File: src/rtl/multdiv_iter_if.sv
// Operand/control/result bundle between the execute stage and the
// iterative multiply/divide unit.
interface multdiv_iter_if;
  logic [31:0] data_operandA;
  logic [31:0] data_operandB;
  logic        ctrl_MULT;
  logic        ctrl_DIV;
  logic [31:0] data_result;
  logic        data_exception;
  logic        data_resultRDY;
  logic        busy;

  // Pipeline side: issues requests, consumes results.
  modport master (
    output data_operandA, data_operandB, ctrl_MULT, ctrl_DIV,
    input  data_result, data_exception, data_resultRDY, busy
  );

  // Unit side: accepts requests, produces results.
  modport slave (
    input  data_operandA, data_operandB, ctrl_MULT, ctrl_DIV,
    output data_result, data_exception, data_resultRDY, busy
  );
endinterface

File: src/rtl/multdiv_iter.sv
// Iterative signed 32-bit multiplier (radix-4 Booth, 16 steps) and divider
// (non-restoring on magnitudes, 32 steps) with a one-cycle completion pulse.
module multdiv_iter (
  input  logic          clock,
  input  logic          reset_n,
  multdiv_iter_if.slave bus
);

  typedef enum logic [1:0] {IDLE, MULT, DIV, DONE} state_t;
  typedef enum logic [1:0] {OP_MUL, OP_DIV, OP_DIV0} op_t;

  state_t      r_state;
  state_t      w_state_next;
  op_t         r_op;
  logic [4:0]  r_cnt;

  // Booth datapath: {34-bit upper partial sum, 32-bit multiplier, B[-1]}.
  logic [66:0] r_p;
  logic [31:0] r_mcand;

  // Divider datapath.
  logic [32:0] r_rem;
  logic [31:0] r_quo;
  logic [31:0] r_dvs;
  logic        r_neg;
  logic        r_ovf;

  logic [31:0] r_result;
  logic        r_exception;
  logic        r_rdy;

  logic        w_start_mul;
  logic        w_start_div;
  logic        w_div_zero;
  logic [31:0] w_abs_a;
  logic [31:0] w_abs_b;

  assign w_start_mul = bus.ctrl_MULT;
  assign w_start_div = bus.ctrl_DIV & ~bus.ctrl_MULT;
  assign w_div_zero  = (bus.data_operandB == 32'h0);
  assign w_abs_a     = bus.data_operandA[31] ? (~bus.data_operandA + 32'd1) : bus.data_operandA;
  assign w_abs_b     = bus.data_operandB[31] ? (~bus.data_operandB + 32'd1) : bus.data_operandB;

  // ---------------------------------------------------------------------
  // Booth step: recode r_p[2:0], add the term to the upper part, shift by 2.
  // The two guard bits keep +/-2A from wrapping the upper partial sum.
  // ---------------------------------------------------------------------
  logic        [33:0] w_mc_ext;
  logic        [33:0] w_term;
  logic        [33:0] w_hi_sum;
  logic signed [66:0] w_p_sum;
  logic        [66:0] w_p_next;
  logic        [63:0] w_prod;
  logic               w_mul_ovf;

  assign w_mc_ext = {{2{r_mcand[31]}}, r_mcand};

  // NOTE: combinational blocks assign every output a default first, so no
  // path through the case can leave a value unassigned and infer a latch.
  always_comb begin
    w_term = 34'd0;
    unique case (r_p[2:0])
      3'b001, 3'b010: w_term = w_mc_ext;
      3'b011:         w_term = {w_mc_ext[32:0], 1'b0};
      3'b100:         w_term = ~{w_mc_ext[32:0], 1'b0} + 34'd1;
      3'b101, 3'b110: w_term = ~w_mc_ext + 34'd1;
      default:        w_term = 34'd0;
    endcase
  end

  assign w_hi_sum  = r_p[66:33] + w_term;
  assign w_p_sum   = {w_hi_sum, r_p[32:0]};
  assign w_p_next  = w_p_sum >>> 2;
  assign w_prod    = r_p[64:1];
  assign w_mul_ovf = (w_prod[63:32] != {32{w_prod[31]}});

  // ---------------------------------------------------------------------
  // Non-restoring step: shift in the next dividend bit, then subtract the
  // divisor if the remainder is non-negative, otherwise add it back.
  // ---------------------------------------------------------------------
  logic [32:0] w_rem_sh;
  logic [32:0] w_rem_next;
  logic [31:0] w_quo_next;
  logic [31:0] w_quo_signed;

  assign w_rem_sh     = {r_rem[31:0], r_quo[31]};
  assign w_rem_next   = r_rem[32] ? (w_rem_sh + {1'b0, r_dvs})
                                  : (w_rem_sh - {1'b0, r_dvs});
  assign w_quo_next   = {r_quo[30:0], ~w_rem_next[32]};
  assign w_quo_signed = r_neg ? (~r_quo + 32'd1) : r_quo;

  // ---------------------------------------------------------------------
  // Control FSM.
  // ---------------------------------------------------------------------
  // NOTE: all clocked state uses non-blocking assignment so every register
  // samples pre-edge values, independent of statement order.
  always_ff @(posedge clock or negedge reset_n) begin
    if (!reset_n) r_state <= IDLE;
    else          r_state <= w_state_next;
  end

  always_comb begin
    w_state_next = r_state;
    if (w_start_mul) begin
      w_state_next = MULT;
    end else if (w_start_div) begin
      w_state_next = w_div_zero ? DONE : DIV;
    end else begin
      unique case (r_state)
        MULT:    if (r_cnt == 5'd15) w_state_next = DONE;
        DIV:     if (r_cnt == 5'd31) w_state_next = DONE;
        DONE:    w_state_next = IDLE;
        default: w_state_next = IDLE;
      endcase
    end
  end

  // ---------------------------------------------------------------------
  // Operand capture and iteration datapath. A new request always wins, so
  // an in-flight operation is overwritten without completing.
  // ---------------------------------------------------------------------
  always_ff @(posedge clock or negedge reset_n) begin
    if (!reset_n) begin
      r_op    <= OP_MUL;
      r_cnt   <= 5'd0;
      r_p     <= '0;
      r_mcand <= '0;
      r_rem   <= '0;
      r_quo   <= '0;
      r_dvs   <= '0;
      r_neg   <= 1'b0;
      r_ovf   <= 1'b0;
    end else if (w_start_mul) begin
      r_op    <= OP_MUL;
      r_cnt   <= 5'd0;
      r_p     <= {34'd0, bus.data_operandB, 1'b0};
      r_mcand <= bus.data_operandA;
    end else if (w_start_div) begin
      r_op    <= w_div_zero ? OP_DIV0 : OP_DIV;
      r_cnt   <= 5'd0;
      r_rem   <= '0;
      r_quo   <= w_abs_a;
      r_dvs   <= w_abs_b;
      r_neg   <= bus.data_operandA[31] ^ bus.data_operandB[31];
      r_ovf   <= (bus.data_operandA == 32'h8000_0000) &&
                 (bus.data_operandB == 32'hFFFF_FFFF);
    end else if (r_state == MULT) begin
      r_p     <= w_p_next;
      r_cnt   <= r_cnt + 5'd1;
    end else if (r_state == DIV) begin
      r_rem   <= w_rem_next;
      r_quo   <= w_quo_next;
      r_cnt   <= r_cnt + 5'd1;
    end else begin
      r_cnt   <= 5'd0;
    end
  end

  // ---------------------------------------------------------------------
  // Result registers: loaded on the DONE edge, which also raises the pulse.
  // This is independent of any request arriving in the same cycle.
  // ---------------------------------------------------------------------
  always_ff @(posedge clock or negedge reset_n) begin
    if (!reset_n) begin
      r_result    <= 32'h0;
      r_exception <= 1'b0;
      r_rdy       <= 1'b0;
    end else if (r_state == DONE) begin
      r_rdy <= 1'b1;
      unique case (r_op)
        OP_MUL: begin
          r_result    <= w_prod[31:0];
          r_exception <= w_mul_ovf;
        end
        OP_DIV: begin
          r_result    <= w_quo_signed;
          r_exception <= r_ovf;
        end
        default: begin
          r_result    <= 32'h0;
          r_exception <= 1'b1;
        end
      endcase
    end else begin
      r_rdy <= 1'b0;
    end
  end

  assign bus.data_result    = r_result;
  assign bus.data_exception = r_exception;
  assign bus.data_resultRDY = r_rdy;
  assign bus.busy           = (r_state == MULT) || (r_state == DIV);

endmodule
File: src/flat_wrapper.sv
// flat-port wrapper written by rule: the top's interface ports become plain ports
module multdiv_iter_flat 
  (clock, reset_n, bus_data_operandA, bus_data_operandB, bus_ctrl_MULT, bus_ctrl_DIV, bus_data_result, bus_data_exception, bus_data_resultRDY, bus_busy);
  multdiv_iter_if bus_i ();
  input  logic clock;
  input  logic reset_n;
  input wire logic [$bits(bus_i.data_operandA)-1:0] bus_data_operandA;
  input wire logic [$bits(bus_i.data_operandB)-1:0] bus_data_operandB;
  input wire logic [$bits(bus_i.ctrl_MULT)-1:0] bus_ctrl_MULT;
  input wire logic [$bits(bus_i.ctrl_DIV)-1:0] bus_ctrl_DIV;
  output wire logic [$bits(bus_i.data_result)-1:0] bus_data_result;
  output wire logic [$bits(bus_i.data_exception)-1:0] bus_data_exception;
  output wire logic [$bits(bus_i.data_resultRDY)-1:0] bus_data_resultRDY;
  output wire logic [$bits(bus_i.busy)-1:0] bus_busy;
  assign bus_i.data_operandA = bus_data_operandA;
  assign bus_i.data_operandB = bus_data_operandB;
  assign bus_i.ctrl_MULT = bus_ctrl_MULT;
  assign bus_i.ctrl_DIV = bus_ctrl_DIV;
  assign bus_data_result = bus_i.data_result;
  assign bus_data_exception = bus_i.data_exception;
  assign bus_data_resultRDY = bus_i.data_resultRDY;
  assign bus_busy = bus_i.busy;
  multdiv_iter u_core (.clock(clock), .reset_n(reset_n), .bus(bus_i));
endmodule
File: config.mk
export PLATFORM = sky130hd
export DESIGN_NAME = multdiv_iter_flat
export DESIGN_NICKNAME = d
export VERILOG_FILES = /design/src/rtl/multdiv_iter_if.sv /design/src/rtl/multdiv_iter.sv /design/src/flat_wrapper.sv
export SDC_FILE = /design/constraint.sdc
export NUM_CORES = 1
export LEC_CHECK = 0
export ABC_AREA = 1
export CORE_UTILIZATION = 56
export DETAILED_ROUTE_END_ITERATION = 8
export PLACE_DENSITY = 0.78
export SETUP_SLACK_MARGIN = 0.4
export SLEW_MARGIN = 20
export SYNTH_ARGS = -nofsm -noshare
export SYNTH_HDL_FRONTEND = slang
export SYNTH_SLANG_ARGS = --single-unit
File: constraint.sdc
create_clock -name clock -period 2.73 [get_ports clock]
set_input_delay 0.6825 -clock clock [delete_from_list [all_inputs] [get_ports clock]]
set_output_delay 0.6825 -clock clock [all_outputs]
set_load 0.05 [all_outputs]
==> impl_results.md, run 1 <==
- Synth Area in Adders: 5.21%
- Post-DP HPWL: roughly 56000 um
- H-tree depth: 1
- Mux contribution to synthesized area: 0%
- Dpl cells: 3797
- GPL Wtd Cong: about 1.0
- CTS root buf: clkbuf_16
- Syn Area/Cell: 6.57 um2
- Ports: 103
- Sequential share of the synthesized area: 31.1%
- Synthesis Warnings: 0
- Post-Synth Simple-Gate Area: 33.2%
- Xor/xnor cell area share of the yosys netlist: 3.37%
- Library cells used by synthesis: 60
- Port bufs: 102
- Cts bufs inserted: 29
- Register bit total from synthesis: 239
- Halt Reason: [ERROR GRT-0232] Routing congestion too high. Check the congestion heatmap in the GUI.
- Worst EP kind: register data pin
- GRT Util Overall: 66.8%
- Mapped Cells: 2930
- Gr ovfl total: 5
- Post-Syn Nets: 3077
- Async SR Flop Fraction: 100%
- Clk sinks: 239
- Post-placement setup slack: -0.596 ns
- Largest family of logic cells by synthesized area: simple AND/OR/NAND/NOR gates
- Die X: 187 um
- Mapped cell area: 0.0193 mm2
- Clock Path Buffers: 3
- Status: stopped before the end
- Top FF cell, synth: dfrtp_1
- Chip Height: 187 um
- Worst endpoint, post-GRT repair: u_core.r_p[62]$_DFFE_PN0P_/D
- Antenna violations before repair: 18
- Pin count of the biggest net entering global routing: 105
- Last stage: 5_1_grt
- Effective utilization at floorplan: between 50% and 60%
- Num rows: 67
- Synth Area in Compound Gates: 18.2%
- Post-synth EDFFs: 0
## timing repair
action / in CTS
buffers inserted: 73
endpoints found under the hold margin: 25
endpoints found under the setup margin: 95
resized for setup: 498
hold buffers: 1
pin swaps: 196
## cell families after synthesis
group / Yosys count
buf+inv: 447
fa+ha+maj: 79
xor+xnor: 74
compound gates: 602
flops: 239
simple gates: 1489
## stage by stage
step | util (%) | TNS [ns] | area (um2)
4_1_cts | 81.7 | -10.01 | 27500
3_3_place_gp | 70.9 | -14.27 | 23900
2_1_floorplan | - | -0.0818 | 19600
3_5_place_dp | 70.9 | -18.58 | 23900
## metal layers
metal	GRT overflow	GRT usage, %
met1	0	69.7
met2	2	87.0
met3	0	45.9
met4	3	60.6
met5	0	19.4
## cells in the mapped netlist, drive strengths merged (14+ instances only)
cell type  count  area share (%)
o21ai        261             6.9
nor4          22            0.71
a21oi        178             4.7
inv          356             6.9
ha            77             5.0
o211ai        26             1.0
nand2        823              16
nor3          56             1.6
o22ai         36             1.2
nand3b        14            0.55
buf           43             1.1
o221ai        37             1.7
xor2          67             3.0
nor2         324             7.0
nand4         44             1.4
clkbuf        44            0.86
nand3        192             5.2
dfrtp        239              31
==> run 2: changes to the inputs <==
--- a/config.mk
+++ b/config.mk
@@ -6,10 +6,9 @@
 export NUM_CORES = 1
 export LEC_CHECK = 0
 export ABC_AREA = 1
-export CORE_UTILIZATION = 56
+export CORE_UTILIZATION = 40
 export DETAILED_ROUTE_END_ITERATION = 8
-export PLACE_DENSITY = 0.78
-export SETUP_SLACK_MARGIN = 0.4
+export PLACE_DENSITY_LB_ADDON = 0.15
 export SLEW_MARGIN = 20
 export SYNTH_ARGS = -nofsm -noshare
 export SYNTH_HDL_FRONTEND = slang
==> constraint.sdc (replaced) <==
create_clock -name clock -period 3.5 [get_ports clock]
set_input_delay 0.875 -clock clock [delete_from_list [all_inputs] [get_ports clock]]
set_output_delay 0.875 -clock clock [all_outputs]
set_load 0.05 [all_outputs]
==> run 2 against run 1 <==
  * The flow now finishes without violations
  * Area after synthesis is the same
  * Synthesized cell count unchanged
==> impl_results.md, run 2 <==
- Mapped cell area: 0.0193 mm2
- Die Area: between 0.04 and 0.05 mm2
- Post-Route WL: 70400 um
- Sequential share of the synthesized area: 31.1%
- Chip Height: 221 um
- First-pass GRT wire length: 109000 um
- H-tree depth: 1
- Core box area: 0.0476 mm2
- Setup violators final: 0
- Post-Syn Nets: just over 3000
- Post-route DRC: 0
- Commonest cells post-synth: nand2_1 (812), inv_1 (336), nor2_1 (295), dfrtp_1 (239), o21ai_0 (233)
- Setup TNS: 0 ns
- Critical path fanouts, max: 7
- Pin count of the biggest net entering global routing: 70
- GRT Util Overall: 28.0%
- Register bit total from synthesis: 239
- Worst r2r dst: u_core.r_p[50]
- Clk_lat worst skew: roughly 0.62 ns
- DR vias: 20548
- Largest Register: u_core.r_p
- Reg-to-reg startpoint: u_core.r_mcand[0]
- Hold WC Path Type: input pin to asynchronous set/reset pin
- CTS clock-pin slew for the worst setup and hold paths: 0.06 ns
- Fmax: between 0.2 and 0.3 GHz
- Post-synth EDFFs: 0
- Commonest non-fill, non-tap cell in the layout: nand2_1
- Syn Area/Cell: roughly 6.6 um2
- Critical path data required time: 3.92 ns
- GPL Wtd Cong: between 0.9 and 1
- WL per Instance: 19.1 um
- Fin. Hold Viols: 0
- Max VDD drop: 487 uV
- TritonCTS clock tree: yes
- Router iterations before antenna repair: 6
- Skew final: around 0.07 ns
- Post-DP HPWL: 55300 um
- Effective utilization at floorplan: 40.4%
- Kind of critical path: flip-flop to flip-flop
- Design Area, Final: 0.0228 mm2
- Most frequent cells in the layout: nand2_1 (799), inv_1 (332), nor2_1 (271)
- Max reg flops: 65
- PwrDens: 699 mW/mm2
- Post-placement setup slack: 0.0358 ns
- Worst slew pin tran: 0.791 ns
- Worst Path Arrival: 3.78 ns
- R2r setup slk: between 0.1 and 0.15 ns
- Library cells used by synthesis: 60
- Synthesis-to-finish area growth: 18.3%
- Endpoint class of the critical path: flip-flop
- Worst setup endpoint: u_core.r_p[50]
- Ports: 103
- Clock Path Buffers: 3
- Biggest regs: u_core.r_p (65), u_core.r_rem (33)
- Initial drt markers: between 1500 and 2000
- Layout cells sized above 1: slightly above 10%
- Synth top area share: 31.1%
- Status: finished clean
- Worst rel slew slack: 47.2%
- Final std cells w/o fill: 3693
- Worst Setup SP: u_core.r_mcand[0]
- RSZ-0062 raised after global routing: true
- Port bufs: 102
- Dpl cells: 3622
- Critical path startpoint category: flip-flop
- Net count, final: 3200
- Final min period: 3.36 ns
- Top FF cell, synth: dfrtp_1
- Maxcap violations: 0
- Final Util: 47.8%
- Mapped Cells: 2930
- Clk sinks: 239
- Period utilization: 96.0%
- Top post-synthesis cells by area: dfrtp_1 (31%), nand2_1 (16%), inv_1 (6.6%)
- Async SR Flop Fraction: 100%
- Yosys top cell by area: dfrtp_1
- Reg2Reg Depth: 18
- Leak pwr: 10.6 nW
- Final setup margin: 0.141 ns
- Num rows: 80
- Synthesis Warnings: 0
- Antenna violations before repair: 2
- Gr ovfl total: 0
- Avg Vias per Cell: 5.56
- Top-count cell post-synth: nand2_1
- Cts bufs inserted: 30
- Vias in the first global route: 19132
- CTS root buf: clkbuf_16
- Placed cell area: 0.0212 mm2
- ANT nets after route: 0
- Die X: 221 um
- Final max-slew violation count: 0
## run 2: cell counts after synthesis
Identical to the previous run, type by type.
## run 2: critical path: stages (launching register included)
cell      delay, ns
dfrtp_1        0.38
inv_2          0.11
ha_4           0.16
nand2_2        0.07
nor2_4         0.11
nand2_4        0.09
nor2_8         0.19
xor2_1         0.25
o221ai_1       0.24
ha_1           0.43
nand2_1        0.15
nor2_1         0.22
inv_1          0.11
nor2_2         0.18
nand4_1        0.11
nand3b_1       0.17
nand2_1        0.07
nand2_1        0.06
o22ai_1        0.07
## run 2: repair_timing
item,CTS,global route
hold buffers,0,0
gates resized for setup,1,124
buffers inserted,0,14
setup endpoints to repair,1,36
pin swaps,0,25
endpoints found under the hold margin,0,0
## run 2: final cells by class
type / instances / area [um2]
fillers: 4906 / 24900
multi-input cells: 2244 / 12000
diodes: 1 / 2.50
flip-flops and latches: 239 / 5980
well taps: 615 / 769
inverters: 360 / 1360
clock inverters: 15 / 191
clock buffers: 41 / 842
repair buffers: 178 / 1670
## run 2: how the worst min path moves through the flow
| stage | end | slack, ns | depth (start not counted) |
|---|---|---|---|
| 2_1_floorplan | u_core.r_cnt[0] | 0.43 | 1 |
| 3_3_place_gp | u_core.r_cnt[0] | 0.45 | 1 |
| 3_5_place_dp | u_core.r_cnt[0] | 0.46 | 1 |
| 4_1_cts | u_core.r_p[60] | 0.26 | 1 |
| 5_1_grt | u_core.r_p[60] | 0.29 | 1 |
| 6_report | u_core.r_p[60] | 0.25 | 1 |
## run 2: kinds of logic after synthesis
group,share of synthesized area [%]
buffers and inverters,8.94
AND/OR/NAND/NOR,33.2
flip-flops,31.1
XOR/XNOR,3.37
AO/OA/AOI/OAI,18.2
adder cells (fa/ha/maj),5.21
## run 2: layer usage
layer / share of wire (%) / GRT usage (%)
met3: 5.9 / 3.16
met2: 45 / 44.3
met4: 3.4 / 9.36
met5: 0.018 / 0
met1: 46 / 39.5
## run 2: report_power, final
part / switching, W / internal [W] / total, W
Clock: 0.00134 / 0.00191 / 0.00325
Combinational: 0.00576 / 0.00278 / 0.00854
Sequential: 0.000668 / 0.00347 / 0.00414
## run 2: through the flow
step,hold slack (ns),total power [W]
floorplan,0.433,0.00964
global placement,0.447,0.0122
detailed placement,0.457,0.0123
CTS,0.262,0.0156
global route,0.292,0.0170
finish,0.254,0.0159
(Power assumes the default switching activity.)
